`src/rtl/uart_tx_fifo_if.sv`:
```
// Producer/uart-side signal bundle for uart_tx_fifo.
// drop_count exists only when UART_TX_FIFO_DROPCNT_EN is defined.
interface uart_tx_fifo_if #(
    parameter int DEPTH_LOG2 = 4,
    parameter int DATA_WIDTH = 8
);
    logic                  wr;
    logic [DATA_WIDTH-1:0] wr_data;
    logic                  full;
    logic                  empty;
    logic [DEPTH_LOG2:0]   count;
    logic                  overflow;
    logic                  u_transmit;
    logic [DATA_WIDTH-1:0] u_tx_byte;
    logic                  u_is_transmitting;
`ifdef UART_TX_FIFO_DROPCNT_EN
    logic [7:0]            drop_count;
`endif

    modport master (
        output wr, wr_data, u_is_transmitting,
`ifdef UART_TX_FIFO_DROPCNT_EN
        input  drop_count,
`endif
        input  full, empty, count, overflow, u_transmit, u_tx_byte
    );

    modport slave (
        input  wr, wr_data, u_is_transmitting,
`ifdef UART_TX_FIFO_DROPCNT_EN
        output drop_count,
`endif
        output full, empty, count, overflow, u_transmit, u_tx_byte
    );
endinterface

```
`src/rtl/uart_tx_fifo.sv`:
```
// Byte queue feeding a uart transmitter through its transmit/is_transmitting handshake.
// Optional saturating dropped-push counter enabled by UART_TX_FIFO_DROPCNT_EN.
module uart_tx_fifo #(
    parameter int DEPTH_LOG2   = 4,
    parameter int DATA_WIDTH   = 8,
    parameter int BUSY_TIMEOUT = 4
) (
    input  logic          clk,
    input  logic          rst_n,
    uart_tx_fifo_if.slave io_bus
);
    localparam int DEPTH = 1 << DEPTH_LOG2;
    localparam logic [DEPTH_LOG2:0] C_DEPTH = (DEPTH_LOG2 + 1)'(DEPTH);
    localparam int TW = (BUSY_TIMEOUT > 2) ? $clog2(BUSY_TIMEOUT) : 1;
    localparam logic [TW-1:0] C_TO_LAST = TW'(BUSY_TIMEOUT - 1);

    typedef enum logic [1:0] {
        ST_IDLE      = 2'd0,
        ST_SEND      = 2'd1,
        ST_WAIT_BUSY = 2'd2,
        ST_WAIT_DONE = 2'd3
    } state_t;

    logic [DATA_WIDTH-1:0] r_mem [DEPTH];
    logic [DEPTH_LOG2-1:0] r_wr_ptr;
    logic [DEPTH_LOG2-1:0] r_rd_ptr;
    logic [DEPTH_LOG2:0]   r_count;
    logic                  r_full;
    logic                  r_empty;
    logic                  r_overflow;
    state_t                r_state;
    logic [TW-1:0]         r_to_cnt;
    logic                  r_transmit;
    logic [DATA_WIDTH-1:0] r_tx_byte;

    logic                  w_push;
    logic                  w_pop;
    logic [DEPTH_LOG2:0]   w_count_nxt;

    // Push/pop qualification and next occupancy; full/empty are the registered flags.
    always_comb begin
        w_push      = io_bus.wr & ~r_full;
        w_pop       = (r_state == ST_IDLE) & ~r_empty & ~io_bus.u_is_transmitting;
        w_count_nxt = r_count;
        case ({w_push, w_pop})
            2'b10:   w_count_nxt = r_count + 1'b1;
            2'b01:   w_count_nxt = r_count - 1'b1;
            default: w_count_nxt = r_count;
        endcase
    end

    // Storage write; contents need no reset since occupancy gates every read.
    always_ff @(posedge clk) begin
        if (w_push) begin
            r_mem[r_wr_ptr] <= io_bus.wr_data;
        end
    end

    // Write pointer, occupancy, flags and sticky overflow.
    always_ff @(posedge clk or negedge rst_n) begin
        if (!rst_n) begin
            r_wr_ptr   <= '0;
            r_count    <= '0;
            r_full     <= 1'b0;
            r_empty    <= 1'b1;
            r_overflow <= 1'b0;
        end else begin
            if (w_push) begin
                r_wr_ptr <= r_wr_ptr + 1'b1;
            end
            if (io_bus.wr && r_full) begin
                r_overflow <= 1'b1;
            end
            r_count <= w_count_nxt;
            r_full  <= (w_count_nxt == C_DEPTH);
            r_empty <= (w_count_nxt == '0);
        end
    end

    // Drain FSM: pop, pulse transmit, then wait for the uart to go busy and idle again.
    always_ff @(posedge clk or negedge rst_n) begin
        if (!rst_n) begin
            r_state    <= ST_IDLE;
            r_rd_ptr   <= '0;
            r_to_cnt   <= '0;
            r_transmit <= 1'b0;
            r_tx_byte  <= '0;
        end else begin
            case (r_state)
                ST_IDLE: begin
                    if (w_pop) begin
                        r_tx_byte  <= r_mem[r_rd_ptr];
                        r_rd_ptr   <= r_rd_ptr + 1'b1;
                        r_transmit <= 1'b1;
                        r_state    <= ST_SEND;
                    end
                end
                ST_SEND: begin
                    r_transmit <= 1'b0;
                    r_to_cnt   <= '0;
                    r_state    <= ST_WAIT_BUSY;
                end
                ST_WAIT_BUSY: begin
                    // A uart that never goes busy lost the pulse; give up rather than retry.
                    if (io_bus.u_is_transmitting) begin
                        r_state <= ST_WAIT_DONE;
                    end else if (r_to_cnt == C_TO_LAST) begin
                        r_state <= ST_IDLE;
                    end else begin
                        r_to_cnt <= r_to_cnt + 1'b1;
                    end
                end
                ST_WAIT_DONE: begin
                    if (!io_bus.u_is_transmitting) begin
                        r_state <= ST_IDLE;
                    end
                end
                default: begin
                    r_transmit <= 1'b0;
                    r_state    <= ST_IDLE;
                end
            endcase
        end
    end

`ifdef UART_TX_FIFO_DROPCNT_EN
    logic [7:0] r_drop_cnt;

    // Saturating count of pushes rejected because the queue was full.
    always_ff @(posedge clk or negedge rst_n) begin
        if (!rst_n) begin
            r_drop_cnt <= 8'd0;
        end else if (io_bus.wr && r_full && (r_drop_cnt != 8'hFF)) begin
            r_drop_cnt <= r_drop_cnt + 8'd1;
        end
    end

    assign io_bus.drop_count = r_drop_cnt;
`endif

    assign io_bus.full       = r_full;
    assign io_bus.empty      = r_empty;
    assign io_bus.count      = r_count;
    assign io_bus.overflow   = r_overflow;
    assign io_bus.u_transmit = r_transmit;
    assign io_bus.u_tx_byte  = r_tx_byte;
endmodule

```
`src/flat_wrapper.sv`:
```
// flat-port wrapper written by rule: the top's interface ports become plain ports
module uart_tx_fifo_flat 
#(
    parameter int DEPTH_LOG2   = 4,
    parameter int DATA_WIDTH   = 8,
    parameter int BUSY_TIMEOUT = 4
)
  (clk, rst_n, io_bus_wr, io_bus_wr_data, io_bus_u_is_transmitting, io_bus_full, io_bus_empty, io_bus_count, io_bus_overflow, io_bus_u_transmit, io_bus_u_tx_byte);
  uart_tx_fifo_if #(.DEPTH_LOG2(DEPTH_LOG2), .DATA_WIDTH(DATA_WIDTH)) io_bus_i ();
  input  logic clk;
  input  logic rst_n;
  input wire logic [$bits(io_bus_i.wr)-1:0] io_bus_wr;
  input wire logic [$bits(io_bus_i.wr_data)-1:0] io_bus_wr_data;
  input wire logic [$bits(io_bus_i.u_is_transmitting)-1:0] io_bus_u_is_transmitting;
  output wire logic [$bits(io_bus_i.full)-1:0] io_bus_full;
  output wire logic [$bits(io_bus_i.empty)-1:0] io_bus_empty;
  output wire logic [$bits(io_bus_i.count)-1:0] io_bus_count;
  output wire logic [$bits(io_bus_i.overflow)-1:0] io_bus_overflow;
  output wire logic [$bits(io_bus_i.u_transmit)-1:0] io_bus_u_transmit;
  output wire logic [$bits(io_bus_i.u_tx_byte)-1:0] io_bus_u_tx_byte;
  assign io_bus_i.wr = io_bus_wr;
  assign io_bus_i.wr_data = io_bus_wr_data;
  assign io_bus_i.u_is_transmitting = io_bus_u_is_transmitting;
  assign io_bus_full = io_bus_i.full;
  assign io_bus_empty = io_bus_i.empty;
  assign io_bus_count = io_bus_i.count;
  assign io_bus_overflow = io_bus_i.overflow;
  assign io_bus_u_transmit = io_bus_i.u_transmit;
  assign io_bus_u_tx_byte = io_bus_i.u_tx_byte;
  uart_tx_fifo #(.DEPTH_LOG2(DEPTH_LOG2), .DATA_WIDTH(DATA_WIDTH), .BUSY_TIMEOUT(BUSY_TIMEOUT)) u_core (.clk(clk), .rst_n(rst_n), .io_bus(io_bus_i));
endmodule
```
`config.mk`:
```
export PLATFORM = sky130hd
export DESIGN_NAME = uart_tx_fifo_flat
export DESIGN_NICKNAME = d
export VERILOG_FILES = /design/src/rtl/uart_tx_fifo_if.sv /design/src/rtl/uart_tx_fifo.sv /design/src/flat_wrapper.sv
export SDC_FILE = /design/constraint.sdc
export NUM_CORES = 1
export LEC_CHECK = 0
export CORE_ASPECT_RATIO = 2
export CORE_MARGIN = 1
export CORE_UTILIZATION = 60
export DETAILED_ROUTE_END_ITERATION = 8
export GPL_ROUTABILITY_DRIVEN = 0
export HOLD_SLACK_MARGIN = 0.02
export PLACE_DENSITY = 0.79
export SLEW_MARGIN = 20
export SYNTH_ARGS = -nofsm -noshare
export SYNTH_HDL_FRONTEND = slang
export SYNTH_SLANG_ARGS = --single-unit
```
`constraint.sdc`:
```
create_clock -name clk -period 3.2 [get_ports clk]
set_input_delay 0.32 -clock clk [delete_from_list [all_inputs] [get_ports clk]]
set_output_delay 0.32 -clock clk [all_outputs]
set_load 0.005 [all_outputs]
```
==> metrics.yaml <==
status:
  outcome: "finished, final reports clean"
synthesis:
  yosysUniqueCellTypes: 40
  synth_top_family_by_area: "multiplexers"
  post-synth-top-area-fraction_pct: 60.06
  synth_area_mm2: 0.006400
  synth.largest_area_cell: "sky130_fd_sc_hd__edfxtp_1"
  asyncSetResetFlopFracSynth_pct: 18.47
  synth.ff_latch_count: 157
  postSynthCellCount: 350
  synth.top_cells.by_area: "sky130_fd_sc_hd__edfxtp_1 (60%), sky130_fd_sc_hd__mux4_2 (11%), sky130_fd_sc_hd__dfrtp_1 (11%), sky130_fd_sc_hd__mux2i_1 (2.5%), sky130_fd_sc_hd__and2_1 (1.6%)"
  synth_fp_nets: 370
  yosysMostFrequentCell: "sky130_fd_sc_hd__edfxtp_1"
  number_of_enable_type_register_cells_in_the_synthesized_netlist: 128
  synth.area.mux_share_pct: 14.12
  synth.avg_cell_area_um2: 18.29
  dominantRegCellSynth: "sky130_fd_sc_hd__edfxtp_1"
  synth-simple-area-share_pct: 5.650
  synth-seq-area-share_pct: 71.42
  synth_compound_gate_area_share_pct: 3.754
  number_of_synthesis_warnings: 0
  synth_fa_ha_area_share_pct: 1.564
  synth_xor_xnor_area_share_pct: 1.760
  synthTopCellsByCount: "sky130_fd_sc_hd__edfxtp_1 (128), sky130_fd_sc_hd__mux4_2 (32), sky130_fd_sc_hd__dfrtp_1 (28), sky130_fd_sc_hd__nand2_1 (17)"
setup_path:
  setup.worst_path.class: "flop to flop"
  worstPathRequired_ns: 3.54
  reg2reg_to: "u_core.io_bus.full"
  startpoint_type: "flop"
  reg2reg_depth: 10
  r2r_start: "u_core.r_state[0]"
  worst_setup_path_end_kind: "flop"
  critical_path.cell_chain: "or4_4, clkinv_8, nand2_1, xnor2_1, ha_1, or3b_2, nor4_1, o31ai_1, o31a_1, nor3b_2"
  timing.critical_path.arrival_ns: 3.16
  slowest_cell_delay_on_critical_path_ns: 0.49
  critical_path_peak_fanout: 10
  worst-r2r-setup-slack_ns: 0.38
  slowest_stage: "sky130_fd_sc_hd__or4_4"
finish:
  fillCellCount: 655
  fin_nets: 413
  seqCellArea_mm2: 0.004572
  fin_cells: 543
  insertedDiodeCount: 0
  share_of_cells_above_drive_strength_1_pct: 20.94
  design_area_mm2: 0.007435
  multi_input_area_mm2: 0.001718
  final_core_utilization_pct: 71.41
  synthToLayoutAreaGrowth_pct: 16.17
floorplan:
  design.die.area_mm2: 0.01111
  start_util_pct: 61.47
  core_region_area_mm2: 0.01041
  std_cell_rows: 53
  die_h_um: 148.1
  die_w_um: 75.03
  pin_count: 29
route:
  route.final.wire_length_um: 11910
  post_drt_wl_per_cell_um: 21.93
  detailedRoute.firstIterationViolations: 107
  num_vias: 3238
  viasPerCell: 5.963
  antenna_left: 0
  drt-pass1-iter-count: 4
  post-route-drc-count: 0
sta:
  report.final.setup_viol: 0
  max_slew.worst_pin.slew_ns: 0.6195
  fin_worst_skew_ns: 0.01046
  setup_total_negative_slack_ns: 0
  rsz0062_at_grt: "false"
  setup_slack_ns: 0.3755
  final.period_utilization_pct: 88.27
  maxClockFrequency_mhz: 354.0
  final_hold_viol_count: 0
  timing.final.max_slew_violations: 0
  maxSlewHeadroom_pct: 58.70
  min_period_ns: 2.824
  fin_worst_hold_slack_ns: 0.2911
pwr:
  worst_ir_drop_vdd_mv: 0.5771
  clock_group_share_of_total_power_pct: 28.4
  leakage_nw: 2.537
  powerDensity_mw_per_mm2: 901.6
  seq_power_share_pct: 42.7
  report.power.total_mw: 6.703
  sw_frac_of_total_pct: 29.94
  p_comb_share_pct: 28.8
  total_internal_power_mw: 4.696
  power.net_switching_mw: 2.007
hold_path:
  hp-class: "input port to async pin"
flow_run:
  timing.max_cap.violations: 0
global_route:
  grt_overflow: 0
  grt_start_max_net_pins: 36
  grt_pass1_wl_um: 18220
  initial_antenna_violation_count: 0
  grt.total_usage_pct: 23.94
  first_global_vias: 3430
clock_network:
  cts_root_buf: "sky130_fd_sc_hd__clkbuf_16"
  post_cts.resized_instances: 0
  clk_pin_slew_ns: 0.06
  cts_post_setup_buffers_inserted: 0
  numCtsBuffers: 17
  clock_sinks: 157
  clk_latency_ns: 0.42
  clockBufferDepth: 2
  cts_max_level: 4
  cts_hold_repair.buffers: 0
  cts_tree: "yes"
place:
  dpl.hpwl_um: 8092
  pre_cts_slack_ns: 0.06744
  place_area_mm2: 0.006863
  numPlacedInstances: 511
  portBuffers: 28
[cells in the final DEF, fill, tap and decap left out, types with 4 or more instances in the layout]
| cell type | count |
|---|---|
| sky130_fd_sc_hd__a21oi_1 | 11 |
| sky130_fd_sc_hd__and2_1 | 16 |
| sky130_fd_sc_hd__buf_4 | 12 |
| sky130_fd_sc_hd__clkbuf_16 | 18 |
| sky130_fd_sc_hd__clkdlybuf4s50_1 | 28 |
| sky130_fd_sc_hd__clkinv_4 | 4 |
| sky130_fd_sc_hd__dfrtp_1 | 27 |
| sky130_fd_sc_hd__edfxtp_1 | 128 |
| sky130_fd_sc_hd__ha_1 | 8 |
| sky130_fd_sc_hd__inv_1 | 4 |
| sky130_fd_sc_hd__mux2i_1 | 16 |
| sky130_fd_sc_hd__mux4_2 | 32 |
| sky130_fd_sc_hd__nand2_1 | 17 |
| sky130_fd_sc_hd__nor2_1 | 15 |
| sky130_fd_sc_hd__nor2b_1 | 4 |
| sky130_fd_sc_hd__o21ai_0 | 13 |
| sky130_fd_sc_hd__xnor2_1 | 10 |
[worst max-delay path, delay by kind of cell, from the launching register on]
kind	cells	cell delay [ns]
fa+ha+maj	1	0.29
simple gates	5	1.42
buf+inv	1	0.10
compound gates	2	0.27
xor+xnor	1	0.21
flops	1	0.44
[sequential cells by signal, summed over array words and instances, names as in the netlist, 2 cells and up]
register	count
u_core.io_bus.count	5
u_core.io_bus.u_tx_byte	8
u_core.r_mem	128
u_core.r_rd_ptr	4
u_core.r_state	2
u_core.r_to_cnt	2
u_core.r_wr_ptr	4
[how the worst max path moves through the flow]
stage / depth (start not counted) / to / slack [ns] / startpoint
global placement: 11 / u_core.io_bus.full / 0.14 / io_bus_u_is_transmitting
detailed placement: 11 / u_core.io_bus.empty / 0.07 / io_bus_u_is_transmitting
floorplan: 12 / u_core.io_bus.full / 0.49 / u_core.r_state[1]
finish: 10 / u_core.io_bus.full / 0.38 / u_core.r_state[0]
CTS: 10 / u_core.io_bus.empty / 0.39 / u_core.io_bus.empty
global route: 10 / u_core.io_bus.full / 0.28 / u_core.r_state[0]
[layout make-up]
class	instances	area share, %
multi-input cells	172	23.11
clock buffers	21	6.210
inverters	5	0.4207
repair buffers	40	4.981
flip-flops and latches	157	61.49
clock inverters	11	1.481
well taps	137	2.306
[cell families after synthesis]
kind of cell / Yosys count
mux: 50
fa+ha+maj: 8
buf+inv: 21
xor+xnor: 12
flops: 157
simple gates: 68
compound gates: 34
[power by group through the flow]
stage	combinational, mW	sequential (mW)	clock, mW
5_1_grt	2.09	2.91	2.02
2_1_floorplan	1.40	2.75	0
4_1_cts	1.95	2.87	1.93
6_report	1.93	2.87	1.91
3_3_place_gp	1.87	2.89	0
3_5_place_dp	1.93	2.91	0
[layer usage]
layer | track usage [%] | vias to the layer above | wire length, um
met1 | 25.49 | 1669 | 4267
met5 | 0 | - | 0
met2 | 42.88 | 80 | 6889
li1 | - | 1457 | -
met4 | 12.26 | 0 | 404
met3 | 4.946 | 32 | 344
Power figures use the tool's default switching activity.
